`src/rtl/slurm16_memory_arbiter.sv`:
```
// rtl/slurm16_memory_arbiter.sv - three-port SRAM arbiter (data, fetch, DMA) with registered command path
module slurm16_memory_arbiter #(
  parameter bit ROUND_ROBIN = 1'b1
) (
  input  logic        CLK,
  input  logic        RST,
  input  logic [15:0] d_addr,
  input  logic [15:0] d_wdata,
  input  logic [1:0]  d_wr_mask,
  input  logic        d_rd,
  input  logic        d_wr,
  output logic [15:0] d_rdata,
  output logic        d_success,
  input  logic [14:0] i_addr,
  input  logic        i_rd,
  output logic [15:0] i_rdata,
  output logic        i_success,
  input  logic [14:0] m_addr,
  input  logic [15:0] m_wdata,
  input  logic        m_rd,
  input  logic        m_wr,
  output logic [15:0] m_rdata,
  output logic        m_success,
  output logic [14:0] sram_addr,
  output logic [15:0] sram_wdata,
  output logic [1:0]  sram_wr_mask,
  output logic        sram_rd,
  output logic        sram_wr,
  input  logic [15:0] sram_rdata
);

  localparam logic [1:0] ID_DATA  = 2'd0;
  localparam logic [1:0] ID_FETCH = 2'd1;
  localparam logic [1:0] ID_DMA   = 2'd2;

  function automatic logic [1:0] next_id(input logic [1:0] x);
    return (x == ID_DMA) ? ID_DATA : x + 2'd1;
  endfunction

  logic [1:0]  p_q, p_d;
  logic        own1_v_q, own1_v_d, own2_v_q, own2_v_d;
  logic [1:0]  own1_id_q, own1_id_d, own2_id_q, own2_id_d;
  logic [14:0] addr_q, addr_d;
  logic [15:0] wdata_q, wdata_d;
  logic [1:0]  mask_q, mask_d;
  logic        rd_q, rd_d, wr_q, wr_d;

  logic [2:0]  req, busy, elig;
  logic        gnt_v;
  logic [1:0]  gnt_id, idx;
  logic        unused_d_addr_lsb;

  assign unused_d_addr_lsb = d_addr[0];

  always_comb begin
    req  = {m_rd | m_wr, i_rd, d_rd | d_wr};
    busy = 3'b000;
    for (int k = 0; k < 3; k++) begin
      busy[k] = (own1_v_q && own1_id_q == 2'(k)) || (own2_v_q && own2_id_q == 2'(k));
    end
    elig = req & ~busy;

    gnt_v  = 1'b0;
    gnt_id = ID_DATA;
    idx    = p_q;
    if (ROUND_ROBIN) begin
      for (int off = 0; off < 3; off++) begin
        if (!gnt_v && elig[idx]) begin
          gnt_v  = 1'b1;
          gnt_id = idx;
        end
        idx = next_id(idx);
      end
    end else begin
      if (elig[0]) begin
        gnt_v = 1'b1; gnt_id = ID_DATA;
      end else if (elig[1]) begin
        gnt_v = 1'b1; gnt_id = ID_FETCH;
      end else if (elig[2]) begin
        gnt_v = 1'b1; gnt_id = ID_DMA;
      end
    end

    p_d = (ROUND_ROBIN && gnt_v) ? next_id(gnt_id) : p_q;

    // Address/data hold when idle; only the strobes must return to zero.
    rd_d    = 1'b0;
    wr_d    = 1'b0;
    addr_d  = addr_q;
    wdata_d = wdata_q;
    mask_d  = mask_q;
    if (gnt_v) begin
      case (gnt_id)
        ID_DATA: begin
          addr_d  = d_addr[15:1];
          wdata_d = d_wdata;
          wr_d    = d_wr;
          rd_d    = !d_wr;
          mask_d  = d_wr ? d_wr_mask : 2'b00;
        end
        ID_FETCH: begin
          addr_d = i_addr;
          rd_d   = 1'b1;
          mask_d = 2'b00;
        end
        default: begin
          addr_d  = m_addr;
          wdata_d = m_wdata;
          wr_d    = m_wr;
          rd_d    = !m_wr;
          mask_d  = m_wr ? 2'b11 : 2'b00;
        end
      endcase
    end

    own1_v_d  = gnt_v;
    own1_id_d = gnt_id;
    own2_v_d  = own1_v_q;
    own2_id_d = own1_id_q;
  end

  always_ff @(posedge CLK or posedge RST) begin
    if (RST) begin
      p_q       <= ID_DATA;
      own1_v_q  <= 1'b0;
      own1_id_q <= 2'd0;
      own2_v_q  <= 1'b0;
      own2_id_q <= 2'd0;
      addr_q    <= 15'd0;
      wdata_q   <= 16'd0;
      mask_q    <= 2'b00;
      rd_q      <= 1'b0;
      wr_q      <= 1'b0;
    end else begin
      p_q       <= p_d;
      own1_v_q  <= own1_v_d;
      own1_id_q <= own1_id_d;
      own2_v_q  <= own2_v_d;
      own2_id_q <= own2_id_d;
      addr_q    <= addr_d;
      wdata_q   <= wdata_d;
      mask_q    <= mask_d;
      rd_q      <= rd_d;
      wr_q      <= wr_d;
    end
  end

  assign sram_addr    = addr_q;
  assign sram_wdata   = wdata_q;
  assign sram_wr_mask = mask_q;
  assign sram_rd      = rd_q;
  assign sram_wr      = wr_q;

  assign d_success = own2_v_q && (own2_id_q == ID_DATA);
  assign i_success = own2_v_q && (own2_id_q == ID_FETCH);
  assign m_success = own2_v_q && (own2_id_q == ID_DMA);

  assign d_rdata = sram_rdata;
  assign i_rdata = sram_rdata;
  assign m_rdata = sram_rdata;

endmodule

```
`config.mk`:
```
export PLATFORM = sky130hd
export DESIGN_NAME = slurm16_memory_arbiter
export DESIGN_NICKNAME = d
export VERILOG_FILES = /design/src/rtl/slurm16_memory_arbiter.sv
export SDC_FILE = /design/constraint.sdc
export NUM_CORES = 1
export LEC_CHECK = 0
export CAP_MARGIN = 0
export CELL_PAD_IN_SITES_DETAIL_PLACEMENT = 0
export CELL_PAD_IN_SITES_GLOBAL_PLACEMENT = 2
export CORE_MARGIN = 4
export CORE_UTILIZATION = 19
export CTS_BUF_LIST = sky130_fd_sc_hd__clkbuf_2
export DETAILED_ROUTE_END_ITERATION = 8
export GPL_ROUTABILITY_DRIVEN = 0
export PLACE_DENSITY_LB_ADDON = 0.2
export SLEW_MARGIN = 10
export SYNTH_ARGS = -nofsm -noshare
export SYNTH_HDL_FRONTEND = slang
export SYNTH_SLANG_ARGS = --single-unit
```
`constraint.sdc`:
```
create_clock -name CLK -period 2.4 [get_ports CLK]
set_input_delay 0.48 -clock CLK [delete_from_list [all_inputs] [get_ports CLK]]
set_output_delay 0.48 -clock CLK [all_outputs]
set_load 0.02 [all_outputs]
```
==> results_dict.tcl, run 1 <==
set metrics [dict create \
    async_flop_share_pct 100 \
    path_clk_slew_ps 250 \
    relSlewSlack_pct 60.8 \
    slowest_delay_ps 460 \
    synth_compound_area_share_pct 30.4 \
    maxCapViolCount 0 \
    die_h_um 129 \
    yosysTopAreaCell "dfrtp_1" \
    drt-pass1-iter-count 4 \
    synthToLayoutAreaGrowth_pct 48.9 \
    drt_iter0_markers 133 \
    synth_edf_count 0 \
    clock-sinks 43 \
    finalPower_mw 5.76 \
    muxShareOfSynthArea_pct 0 \
    ys_ff_latch 43 \
    ctsHoldBuffers 0 \
    skew_ps 26.5 \
    ys_seq_area_share_pct 38.9 \
    h-tree-depth 2 \
    final_nets 502 \
    power_density_nw_per_um2 1400 \
    cts_root_buf "clkbuf_2" \
    cp.required_ps 1920 \
    syn_area_um2 2760 \
    insertion_delay_ps 430 \
    rows 43 \
    antenna_found_initial 1 \
    dp_slack_ps -140 \
    cp.arrival_ps 1570 \
    numPortBuffers 123 \
    worstPathCellList "nor3b_2 -> dlygate4sd2_1" \
    setup_viol 0 \
    multi_input_area_um2 1190 \
    dp_hpwl_um 7730 \
    die_area_um2 16500 \
    syn_avg_cell_area_um2 8.83 \
    drive_gt1_share_pct 11.5 \
    cts_made_buffers 5 \
    ys_warn_count 0 \
    place_inst 572 \
    ios 189 \
    drtAntennaViolNets 0 \
    synth_cell_types 43 \
    routed_wl_um 10600 \
    syn_inst 313 \
    final_cells 581 \
    post-route-min-period_ps 2050 \
    max-vdd-ir-drop_mv 0.351 \
    finalWorstSetupSlack_ps 352 \
    synthFlopType "dfrtp_1" \
    tns_ps 0 \
    core_region_area_um2 14000 \
    clockBufferDepth 2 \
    register_area_um2 1080 \
    start_util_pct 19.7 \
    finalCritPeriodShare_pct 85.3 \
    slowest_stage "dfrtp_1" \
    fmaxAchievable_mhz 488 \
    grt_pass1_wl_um 16200 \
    yosys.area_share.adder_pct 0 \
    grt_pass1_vias 2879 \
    grt_max_degree 29 \
    vias_per_cell 4.63 \
    tightest_slew_ps 587 \
    p_leak_nw 1.57 \
    rsz0062_at_grt "no" \
    gr-total-overflow 0 \
    drc 0 \
    hold_viol_final 0 \
    drv_slew 0 \
    avgRoutedWirePerCell_um 18.2 \
    hold_slack_ps 315 \
    die_w_um 129 \
    yosysTopAreaCellShare_pct 38.9 \
    cts_tree "done" \
    synth_xor_xnor_area_share_pct 0 \
    nFillCells 1490 \
    hp-class "input port to asynchronous set/reset pin" \
    endpoint_kind "output pin" \
    synthTopCellsByArea "dfrtp_1 (39%), buf_4 (13%), o21ai_0 (7.8%), o211ai_1 (4.9%), a41oi_1 (4.8%)" \
    crit_type "flop to output pin" \
    synth_nets 416 \
    synth_top_family_by_area "compound AO/OA/AOI/OAI gates" \
    synth-simple-area-share_pct 12.5 \
    num_vias 2692 \
    critPathMaxFanout 4 \
    grtUsageTotal_pct 12.7 \
    status "completed" \
    crit_path_start_kind "flop" \
]
## layout by cell type, fill, tap and decap left out, types with 15 or more instances in the layout
cell type	count
a21oi_1	19
a31oi_1	18
a41oi_1	15
buf_4	19
clkdlybuf4s50_1	120
dfrtp_1	43
nand3_1	18
nor2_1	21
o211ai_1	18
o21ai_0	43
## cells in the mapped netlist, types with 2 or more instances
master    instances
a21oi_1          19
a31oi_1          18
a41oi_1          15
and3_1            4
buf_2             9
buf_4            48
buf_6             2
clkbuf_1         11
clkbuf_2          2
dfrtp_1          43
inv_1             5
nand3_1          18
nand3b_1          4
nand4_1           2
nor2_1           21
nor2b_1           2
o211ai_1         18
o21ai_0          43
o21ai_1           5
## sequential cells by signal, indices dropped and copies added (netlist names)
| name | flops |
|---|---|
| sram_rd | 1 |
| sram_addr | 15 |
| own2_id_q | 2 |
| own1_id_q | 2 |
| sram_wdata | 16 |
| sram_wr | 1 |
| own2_v_q | 1 |
| own1_v_q | 1 |
| p_q | 2 |
| sram_wr_mask | 2 |
## metrics by stage
stage	util (%)	cell area, um^2
2_1_floorplan	-	2760
3_3_place_gp	28.9	4060
3_5_place_dp	28.9	4060
4_1_cts	29.2	4100
5_1_grt	29.3	4120
6_report	29.3	4120
## critical path, delay by kind of cell (launching register included)
family,cells,cell delay (ps)
flip-flops,1,460
buffers and inverters,1,390
AND/OR/NAND/NOR,1,310
## metal layers
| layer | GRT usage (%) | up-vias | part of all wire, % |
|---|---|---|---|
| met5 | 0 | - | 0 |
| met4 | 3.71 | 0 | 1.3 |
| met3 | 2.57 | 17 | 6.3 |
| met2 | 20.5 | 86 | 48 |
| met1 | 17.1 | 1300 | 44 |
| li1 | - | 1289 | - |
## layout make-up
| type | count | area share (%) |
|---|---|---|
| antenna | 1 | 0.0608 |
| timing repair buffer | 151 | 37.9 |
| tap | 180 | 5.47 |
| inverter | 6 | 0.547 |
| clock buffer | 6 | 0.730 |
| multi-input combinational | 192 | 29.0 |
| sequential | 43 | 26.1 |
| clock inverter | 2 | 0.182 |
## worst paths after layout
kind | slack [ps] | depth (start not counted) | start | endpoint
worst min-delay path | 320 | 2 | RST | sram_addr[14]
min in group CLK | 490 | 0 | own1_v_q | own2_v_q
worst min register to register | 490 | 0 | own1_v_q | own2_v_q
worst max-delay path | 350 | 2 | own2_id_q[1] | d_success
worst max register to register | 440 | 5 | own1_id_q[1] | sram_addr[7]
max in group asynchronous | 1550 | 3 | RST | sram_wdata[13]
## cells by family (layout without fill, tap and decap cells)
family,count (synthesis),after routing
AOI/OAI and AO/OA,131,131
buffers and inverters,78,165
and+or+nand+nor,61,61
DFF,43,43
other,0,1
## power breakdown
part           total [mW]  switching [mW]  internal, mW
Clock               0.326           0.256        0.0701
Sequential           1.35           0.238          1.11
Combinational        4.09            2.22          1.86
Total                5.76            2.72          3.04
## what timing repair did
action | in CTS | in global routing
endpoints found under the setup margin | 1 | 3
resized for setup | 1 | 3
hold endpoints to repair | 0 | 0
setup buffers | 0 | 0
cloned | 0 | 0
Power figures use the tool's default switching activity.
==> inputs of run 2 (changes only) <==
--- a/config.mk
+++ b/config.mk
@@ -13,6 +13,7 @@
 export CTS_BUF_LIST = sky130_fd_sc_hd__clkbuf_2
 export DETAILED_ROUTE_END_ITERATION = 8
 export GPL_ROUTABILITY_DRIVEN = 0
+export HOLD_SLACK_MARGIN = 0.12
 export PLACE_DENSITY_LB_ADDON = 0.2
 export SLEW_MARGIN = 10
 export SYNTH_ARGS = -nofsm -noshare
==> results of run 2 <==
The final DEF is identical to that of run 1; final timing and power are the same.
==> inputs of run 3 (changes only) <==
--- a/config.mk
+++ b/config.mk
@@ -15,6 +15,7 @@
 export GPL_ROUTABILITY_DRIVEN = 0
 export HOLD_SLACK_MARGIN = 0.12
 export PLACE_DENSITY_LB_ADDON = 0.2
+export SETUP_SLACK_MARGIN = 0.02
 export SLEW_MARGIN = 10
 export SYNTH_ARGS = -nofsm -noshare
 export SYNTH_HDL_FRONTEND = slang
==> constraint.sdc (replaced) <==
create_clock -name CLK -period 2.25 [get_ports CLK]
set_input_delay 0.45 -clock CLK [delete_from_list [all_inputs] [get_ports CLK]]
set_output_delay 0.45 -clock CLK [all_outputs]
set_load 0.02 [all_outputs]
==> run 3 against run 2 <==
Effect of this change:
- clock power increased by 11%
- via count increased by 0.30%
- sequential power grew 7%
- critical endpoint is now m_success
- largest cell class unchanged
- largest power group unchanged
- highest routed layer unchanged
==> results_dict.tcl, run 3 (same netlist as run 1, synthesis figures left out) <==
set metrics [dict create \
    status "completed" \
    drc 0 \
    numPortBuffers 123 \
    clock-sinks 43 \
    synthToLayoutAreaGrowth_pct 49.7 \
    die_h_um 129 \
    rsz0062_at_grt "no" \
    ios 189 \
    grtUsageTotal_pct 13.0 \
    r2r_slack_ps 310 \
    tns_ps 0 \
    clockBufferDepth 2 \
    insertion_delay_ps 430 \
    rr_worst_depth 6 \
    path_clk_slew_ps 260 \
    drt_iter0_markers 122 \
    placed_area_um2 4100 \
    critPathMaxFanout 5 \
    cts_tree "done" \
    crit_path_start_kind "flop" \
    relSlewSlack_pct 62.2 \
    final_nets 507 \
    die_w_um 129 \
    layout_commonest_cell "clkdlybuf4s50_1" \
    utilization_pct 29.5 \
    hp-class "input port to asynchronous set/reset pin" \
    max-vdd-ir-drop_mv 0.475 \
    cp.arrival_ps 1620 \
    setup_viol 0 \
    finalWorstSetupSlack_ps 180 \
    avgRoutedWirePerCell_um 18.5 \
    dp_hpwl_um 7760 \
    die_area_um2 16500 \
    num_vias 2700 \
    tightest_slew_ps 568 \
    routed_wl_um 10900 \
    final_cell_mix "clkdlybuf4s50_1 (120), o21ai_0 (43), dfrtp_1 (43), buf_4 (24), nor2_1 (21)" \
    rows 43 \
    cp.required_ps 1800 \
    drive_gt1_share_pct 12.6 \
    final_area_um2 4140 \
    hold_viol_final 0 \
    antenna_found_initial 1 \
    skew_ps 26.5 \
    h-tree-depth 2 \
    drtAntennaViolNets 0 \
    power_density_nw_per_um2 1500 \
    cts_made_buffers 5 \
    largest_reg_flops 16 \
    endpoint_kind "output pin" \
    grt_pass1_vias 2913 \
    grt_max_degree 29 \
    gr-total-overflow 0 \
    place_inst 577 \
    crit_type "flop to output pin" \
    dp_slack_ps -206 \
    p_leak_nw 1.57 \
    cts_root_buf "clkbuf_2" \
    worstReg2RegStart "own2_id_q[0]" \
    grt_pass1_wl_um 16800 \
    drt-pass1-iter-count 4 \
    fmaxAchievable_mhz 483 \
    maxCapViolCount 0 \
    reg2reg_to "sram_addr[0]" \
    final_cells 586 \
    drv_slew 0 \
    post-route-min-period_ps 2070 \
    core_region_area_um2 14000 \
    start_util_pct 19.7 \
    vias_per_cell 4.61 \
    finalCritPeriodShare_pct 92.0 \
]
run 3: worst max path at each step:
stage                     slack (ps)       endpoint         start  cells after the start
final                            180      m_success  own2_id_q[0]                      3
after global routing              60      m_success  own2_id_q[0]                      3
after CTS                        160      m_success  own2_id_q[0]                      3
after detailed placement        -210   sram_addr[7]          m_wr                      6
after global placement          -140  sram_addr[13]          m_wr                      6
after floorplan                  380   sram_addr[0]          m_rd                      7
run 3: metal layers:
metal	GRT usage, %	part of all wire, %	wire (um)
met5	0	0	0
met4	3.09	0.88	95
met3	2.49	4.5	491
met2	21.2	49	5300
met1	17.7	46	4970
run 3: layout make-up:
class,count,area (um^2)
diodes,1,2.50
well taps,180,225
inverters,6,22.5
fillers,1510,9900
clock buffers,6,30.0
repair buffers,156,1590
flip-flops and latches,43,1080
clock inverters,2,7.51
multi-input cells,192,1190
run 3: metrics by stage:
stage	hold WS [ps]	total power, mW
after global routing	270	6.72
after global placement	441	5.93
after floorplan	395	3.93
after detailed placement	424	5.96
after CTS	302	6.31
final	294	6.20
run 3: timing repair:
action / CTS / global route
buffers inserted: 0 / 0
resized for setup: 3 / 0
hold endpoints to repair: 0 / 0
hold buffers: 0 / 0
endpoints found under the setup margin: 3 / 0
run 3: report_power, final:
part	leakage (nW)	switching (mW)	internal (mW)
logic	1.04	2.39	2.02
clock network	0.0281	0.286	0.0748
registers	0.499	0.251	1.18
run 3: critical path, cell delays in order, from the launching register on:
cell           delay [ps]
dfrtp_1               480
nand3b_1              280
inv_2                 100
dlygate4sd2_1         340
